==> config.mk <==
export PLATFORM = sky130hd
export DESIGN_NAME = multi_trigger_gen
export DESIGN_NICKNAME = d
export VERILOG_FILES = /design/src/rtl/multi_trigger_gen_pkg.sv /design/src/rtl/multi_trigger_gen_us_tick.sv /design/src/rtl/multi_trigger_gen.sv
export SDC_FILE = /design/constraint.sdc
export NUM_CORES = 1
export LEC_CHECK = 0
export CAP_MARGIN = 30
export CORE_ASPECT_RATIO = 0.7
export CORE_MARGIN = 5
export CORE_UTILIZATION = 58
export CTS_CLUSTER_SIZE = 10
export DETAILED_ROUTE_END_ITERATION = 8
export PLACE_DENSITY = 0.8
export SYNTH_ARGS = -nofsm -noshare
export SYNTH_HDL_FRONTEND = slang
export SYNTH_SLANG_ARGS = --single-unit
==> constraint.sdc <==
create_clock -name clk -period 5.05 [get_ports clk]
set_input_delay 1.01 -clock clk [delete_from_list [all_inputs] [get_ports clk]]
set_output_delay 1.01 -clock clk [all_outputs]
set_load 0.01 [all_outputs]
==> src/rtl/multi_trigger_gen_pkg.sv <==
// Shared definitions for the multi-channel trigger generator: channel FSM
// states and the counter-width helper.
package multi_trigger_gen_pkg;

    typedef enum logic [1:0] {
        IDLE        = 2'd0,
        WAIT_READY  = 2'd1,
        PULSE       = 2'd2,
        WAIT_PERIOD = 2'd3
    } ch_state_t;

    // Bits needed to hold 0..n.
    function automatic int cnt_w(input int n);
        return (n < 1) ? 1 : $clog2(n + 1);
    endfunction

endpackage

==> src/rtl/multi_trigger_gen_us_tick.sv <==
// Microsecond prescaler: us_tick is high for one cycle out of every CLK_MHZ.
module us_tick_gen #(
    parameter int CLK_MHZ = 24
) (
    input  logic clk,
    input  logic rst_n,
    output logic us_tick
);
    localparam int PW = (CLK_MHZ > 1) ? $clog2(CLK_MHZ) : 1;
    localparam logic [PW-1:0] LAST = PW'(CLK_MHZ - 1);

    logic [PW-1:0] presc;

    assign us_tick = (presc == LAST);

    always_ff @(posedge clk or negedge rst_n) begin
        if (!rst_n)       presc <= '0;
        else if (us_tick) presc <= '0;
        else              presc <= presc + 1'b1;
    end
endmodule

==> src/rtl/multi_trigger_gen.sv <==
// N-channel periodic active-low trigger generator with per-channel ready
// gating, burst/continuous modes, missed-slot and burst-done flags.
module multi_trigger_gen
    import multi_trigger_gen_pkg::*;
#(
    parameter int CLK_MHZ     = 24,
    parameter int N_CH        = 2,
    parameter int T_US_INT    = 25000,
    parameter int T_US_TRIG   = 50,
    parameter int BURST_W     = 8,
    parameter int SYNC_STAGES = 2
) (
    input  logic               clk,
    input  logic               rst_n,
    input  logic               en,
    input  logic               start,
    input  logic [BURST_W-1:0] burst_len,
    input  logic [N_CH-1:0]    bin_n,
    input  logic [N_CH-1:0]    busy,
    output logic [N_CH-1:0]    trig_n,
    output logic [N_CH-1:0]    missed,
    output logic [N_CH-1:0]    done,
    output logic [N_CH-1:0]    active
);
    localparam int PCW = cnt_w(T_US_INT);
    localparam int WCW = cnt_w(T_US_TRIG);

    generate
        if (T_US_INT <= T_US_TRIG || CLK_MHZ < 1 || T_US_TRIG < 1 || SYNC_STAGES < 1) begin : g_bad_cfg
            $error("multi_trigger_gen: invalid timing parameters");
        end
    endgenerate

    // Async assert, synchronous release.
    logic [1:0] rst_sync;
    logic       rst_s;

    always_ff @(posedge clk or negedge rst_n) begin
        if (!rst_n) rst_sync <= '0;
        else        rst_sync <= {rst_sync[0], 1'b1};
    end
    assign rst_s = rst_sync[1];

    logic us_tick;

    us_tick_gen #(.CLK_MHZ(CLK_MHZ)) u_tick (
        .clk     (clk),
        .rst_n   (rst_s),
        .us_tick (us_tick)
    );

    // Idle levels of the pins (bin_n pulled up, busy pulled down) are the reset values.
    logic [SYNC_STAGES-1:0][N_CH-1:0] bin_sync, busy_sync;
    logic [N_CH-1:0]                  can_trig;

    always_ff @(posedge clk or negedge rst_s) begin
        if (!rst_s) begin
            bin_sync  <= '1;
            busy_sync <= '0;
        end else begin
            bin_sync[0]  <= bin_n;
            busy_sync[0] <= busy;
            for (int s = 1; s < SYNC_STAGES; s++) begin
                bin_sync[s]  <= bin_sync[s-1];
                busy_sync[s] <= busy_sync[s-1];
            end
        end
    end
    assign can_trig = ~bin_sync[SYNC_STAGES-1] & ~busy_sync[SYNC_STAGES-1];

    for (genvar i = 0; i < N_CH; i++) begin : g_ch
        ch_state_t          state, state_nx;
        logic [PCW-1:0]     pcnt, pcnt_nx;
        logic [WCW-1:0]     wcnt, wcnt_nx;
        logic [BURST_W-1:0] fired, fired_nx, target, target_nx, fired_inc;
        logic               trig_r, trig_nx, missed_r, missed_nx, done_r, done_nx;

        assign fired_inc = (&fired) ? fired : fired + 1'b1;

        always_ff @(posedge clk or negedge rst_s) begin
            if (!rst_s) begin
                state    <= IDLE;
                pcnt     <= '0;
                wcnt     <= '0;
                fired    <= '0;
                target   <= '0;
                trig_r   <= 1'b1;
                missed_r <= 1'b0;
                done_r   <= 1'b0;
            end else begin
                state    <= state_nx;
                pcnt     <= pcnt_nx;
                wcnt     <= wcnt_nx;
                fired    <= fired_nx;
                target   <= target_nx;
                trig_r   <= trig_nx;
                missed_r <= missed_nx;
                done_r   <= done_nx;
            end
        end

        // pcnt runs from each falling edge, so the period is measured start-to-start.
        always_comb begin
            state_nx  = state;
            pcnt_nx   = pcnt;
            wcnt_nx   = wcnt;
            fired_nx  = fired;
            target_nx = target;
            trig_nx   = trig_r;
            missed_nx = 1'b0;
            done_nx   = 1'b0;
            case (state)
                IDLE: if (start && en) begin
                    state_nx  = WAIT_READY;
                    target_nx = burst_len;
                    fired_nx  = '0;
                end
                WAIT_READY: if (us_tick) begin
                    if (!en) begin
                        state_nx = IDLE;
                    end else if (can_trig[i]) begin
                        state_nx = PULSE;
                        trig_nx  = 1'b0;
                        pcnt_nx  = '0;
                        wcnt_nx  = '0;
                    end
                end
                PULSE: if (us_tick) begin
                    pcnt_nx = pcnt + 1'b1;
                    wcnt_nx = wcnt + 1'b1;
                    if (wcnt == WCW'(T_US_TRIG - 1)) begin
                        trig_nx  = 1'b1;
                        fired_nx = fired_inc;
                        if (target != '0 && fired_inc == target) begin
                            state_nx = IDLE;
                            done_nx  = 1'b1;
                        end else if (!en) begin
                            state_nx = IDLE;
                        end else begin
                            state_nx = WAIT_PERIOD;
                        end
                    end
                end
                WAIT_PERIOD: if (us_tick) begin
                    pcnt_nx = pcnt + 1'b1;
                    if (!en) begin
                        state_nx = IDLE;
                    end else if (pcnt == PCW'(T_US_INT - 1)) begin
                        if (can_trig[i]) begin
                            state_nx = PULSE;
                            trig_nx  = 1'b0;
                            pcnt_nx  = '0;
                            wcnt_nx  = '0;
                        end else begin
                            state_nx  = WAIT_READY;
                            missed_nx = 1'b1;
                        end
                    end
                end
                default: state_nx = IDLE;
            endcase
        end

        assign trig_n[i] = trig_r;
        assign missed[i] = missed_r;
        assign done[i]   = done_r;
        assign active[i] = (state != IDLE);
    end
endmodule
==> run metrics <==
status finished, final reports clean; max incr delay on CP 0.74 ns; Fmax about 300 MHz; most frequent cells after synthesis dfrtp_1 (93), o21ai_0 (57), nand2_1 (51); unrepaired setup endpoints after global routing no; Yosys reg bits 99; vias per cell 6.13; drt drc 0; vias in the first global route 4131; Max Cap Viol 0; hpwl dp 7950 microns; Skew-Pair Late Insertion Delay 0.35 ns; Sink Count 99; synthesized area 5390 sq um; Yosys top cell by area dfrtp_1; GP Congestion ~0.9; final setup violation count 0; Starting DRT DRC Count approximately 390; clk buf depth 2; Pwr Density 421 nW/um^2; largest net degree at the start of global routing 65; Post-CTS Setup Inserts 0; P&R area growth vs syn 10.8%; Layout fillers roughly 730; total gr overflow 0; clk_skew 0.00400 ns; Die Y around 91 microns; post-layout min period 3.37 ns; post-cts gate resize count 0; final period utilization 66.8%; Crit Path Class input port to flop; Worst Setup End Kind flop; sequential share of the synthesized area 46.1%; DR pass1 iterations 6; Synth top area share between 40 and 50%; H-Tree Depth 3; root buffer cell clkbuf_16; fin cells 718; ys async rst share 100%; Final #Nets between 600 and 700; Max VDD drop between 200 and 300 uV; Slew @ Worst Pin 0.785 ns; pre-CTS setup slack 1.38 ns; total wire length 11500 microns; number of buffers created by CTS 9; Final Max Slew Viols 0; critical path's slowest cell clkdlybuf4s50_1; Synth area leaders dfrtp_1 (43%), o21ai_0 (5.3%), a21oi_1 (3.8%); synthesized area per cell 9.20 sq um; cell count after synthesis just under 600; ANT cells 0; WP buf/inv 1; Synth Flop Type dfrtp_1; final hold viol count 0; crit-path cells clkdlybuf4s50_1, nor4bb_1, o21a_1, nand4_1, or3_1, a21oi_1; Startpoint Class input port; Crit path max-delay family simple AND/OR/NAND/NOR gates; final cell area excluding filler cells 5970 sq um; crit path max fanout 14; Antenna Nets Post-Route 0; DP Area 5660 sq um; dpl cells 702; initial antenna violation count 0; core box area approximately 9100 sq um; critical path data arrival time 3.64 ns; PortBufs 23; post-synth net total 611; Rel. slew slack between 40% and 50%; routed len/inst 16.1 microns; Post-synth EDFFs 0; standard-cell rows 29; CTS Hold Buffers Added 0; DIE WIDTH 125 microns; M1 GR Usage 29.7%; Tightest Hold Check Type flop to async pin; gr busiest metal met2; Clock transition at path regs ~0.06 ns; DR vias around 4400; layout cells sized above 1 8.08%; DIE AREA approximately 11000 sq um; Leakage 2.46 nW; met2 Use GR a little under a third; setup TNS 0 ns; M3 GR Usage 5.85%; Total GRT Usage a little over a fifth; TritonCTS clock tree yes; first-pass GRT wire length between 15000 and 20000 microns; synth unique cells 62; Yosys warning count 0; setup ws final ~1.7 ns; io pins 24; Initial Util between 50% and 60%; Final Power 2.52 mW; critical path required time 5.32 ns; top-count cell post-synth dfrtp_1
-- cell usage in the layout (no fill, tap or decap), types with 3 or more instances in the layout --
master,n
nor3_1,11
o22ai_1,6
a211oi_1,4
nand4_1,13
a21oi_1,41
nand3_1,27
nand4b_1,4
and4_1,6
a31oi_1,11
xor2_1,14
nor2_1,43
o31ai_1,7
nor4_1,7
xnor2_1,9
inv_1,18
clkbuf_16,9
clkbuf_8,3
dfstp_2,6
a21o_1,8
o21a_1,3
nand2b_1,8
and3_1,17
nor3b_1,4
nor4bb_1,3
o21ai_0,57
nor2b_1,4
nand2_1,51
ha_1,9
mux2_2,15
or4_1,3
buf_4,4
dfrtp_1,92
clkdlybuf4s50_1,23
and2_1,6
or3_1,5
a41oi_1,3
-- through the flow --
stage	hold WS (ns)	utilization (%)
floorplan	0.331	-
global placement	0.279	62.3
detailed placement	0.284	62.4
CTS	0.287	65.8
global route	0.311	65.8
finish	0.273	65.8
-- cell families (layout without fill, tap and decap cells) --
| group | Yosys count | count (layout) | share of synthesized area [%] |
|---|---|---|---|
| and+or+nand+nor | 222 | 222 | 21.9 |
| AOI/OAI and AO/OA | 162 | 162 | 18.5 |
| DFF | 99 | 99 | 46.1 |
| buffers and inverters | 54 | 62 | 4.29 |
| xor gates and xnor gates | 23 | 23 | 3.74 |
| muxes | 16 | 16 | 3.32 |
| adders and majority gates | 9 | 9 | 2.09 |
| other | 1 | 1 | 0.0696 |
-- power breakdown --
part	switching [mW]	leakage [nW]	internal, mW
combinational	0.315	1.05	0.293
clock	0.293	0.148	0.425
sequential	0.236	1.26	0.955
-- flip-flops by register name, indices dropped and copies added (netlist names), 4 cells and up --
signal	cells
g_ch.target	16
u_tick.presc	5
busy_sync	4
g_ch.pcnt	30
g_ch.state	4
g_ch.wcnt	12
g_ch.fired	16
bin_sync	4
-- worst register-to-register path, stage by stage (launching register included) --
cell	delay (ns)
dfrtp_1	0.44
ha_1	0.33
and4_1	0.34
a211oi_1	0.43
xnor2_1	0.18
o22ai_1	0.13
or4_1	0.49
nor4_1	0.33
-- worst paths after layout --
path | start | endpoint | slack, ns | cells after the start
max in group asynchronous | rst_sync[1] | g_ch[1].pcnt[4] | 3.64 | 1
worst min-delay path | rst_sync[1] | busy_sync[0] | 0.27 | 0
min in group clk | rst_sync[0] | rst_sync[1] | 0.35 | 0
worst max register to register | g_ch[1].fired[0] | g_ch[1].done_r | 2.26 | 7
worst max-delay path | en | g_ch[1].pcnt[9] | 1.68 | 6
worst min register to register | rst_sync[1] | busy_sync[0] | 0.27 | 0
-- cell type report --
| class | count | area (sq um) | share of cell area (%) |
|---|---|---|---|
| timing repair buffer | 28 | 265 | 4.44 |
| sequential | 99 | 2490 | 41.7 |
| clock buffer | 13 | 270 | 4.53 |
| clock inverter | 3 | 45.0 | 0.754 |
| inverter | 18 | 67.6 | 1.13 |
| tap | 124 | 155 | 2.60 |
| multi-input combinational | 433 | 2680 | 44.9 |
-- metal layers --
layer  routed length, microns  part of all wire, %
met1                     5530                   48
met3                      596                  5.2
met4                      129                  1.1
met5                        0                    0
met2                     5280                   46
Note: power is estimated with default switching activity, not from simulation.
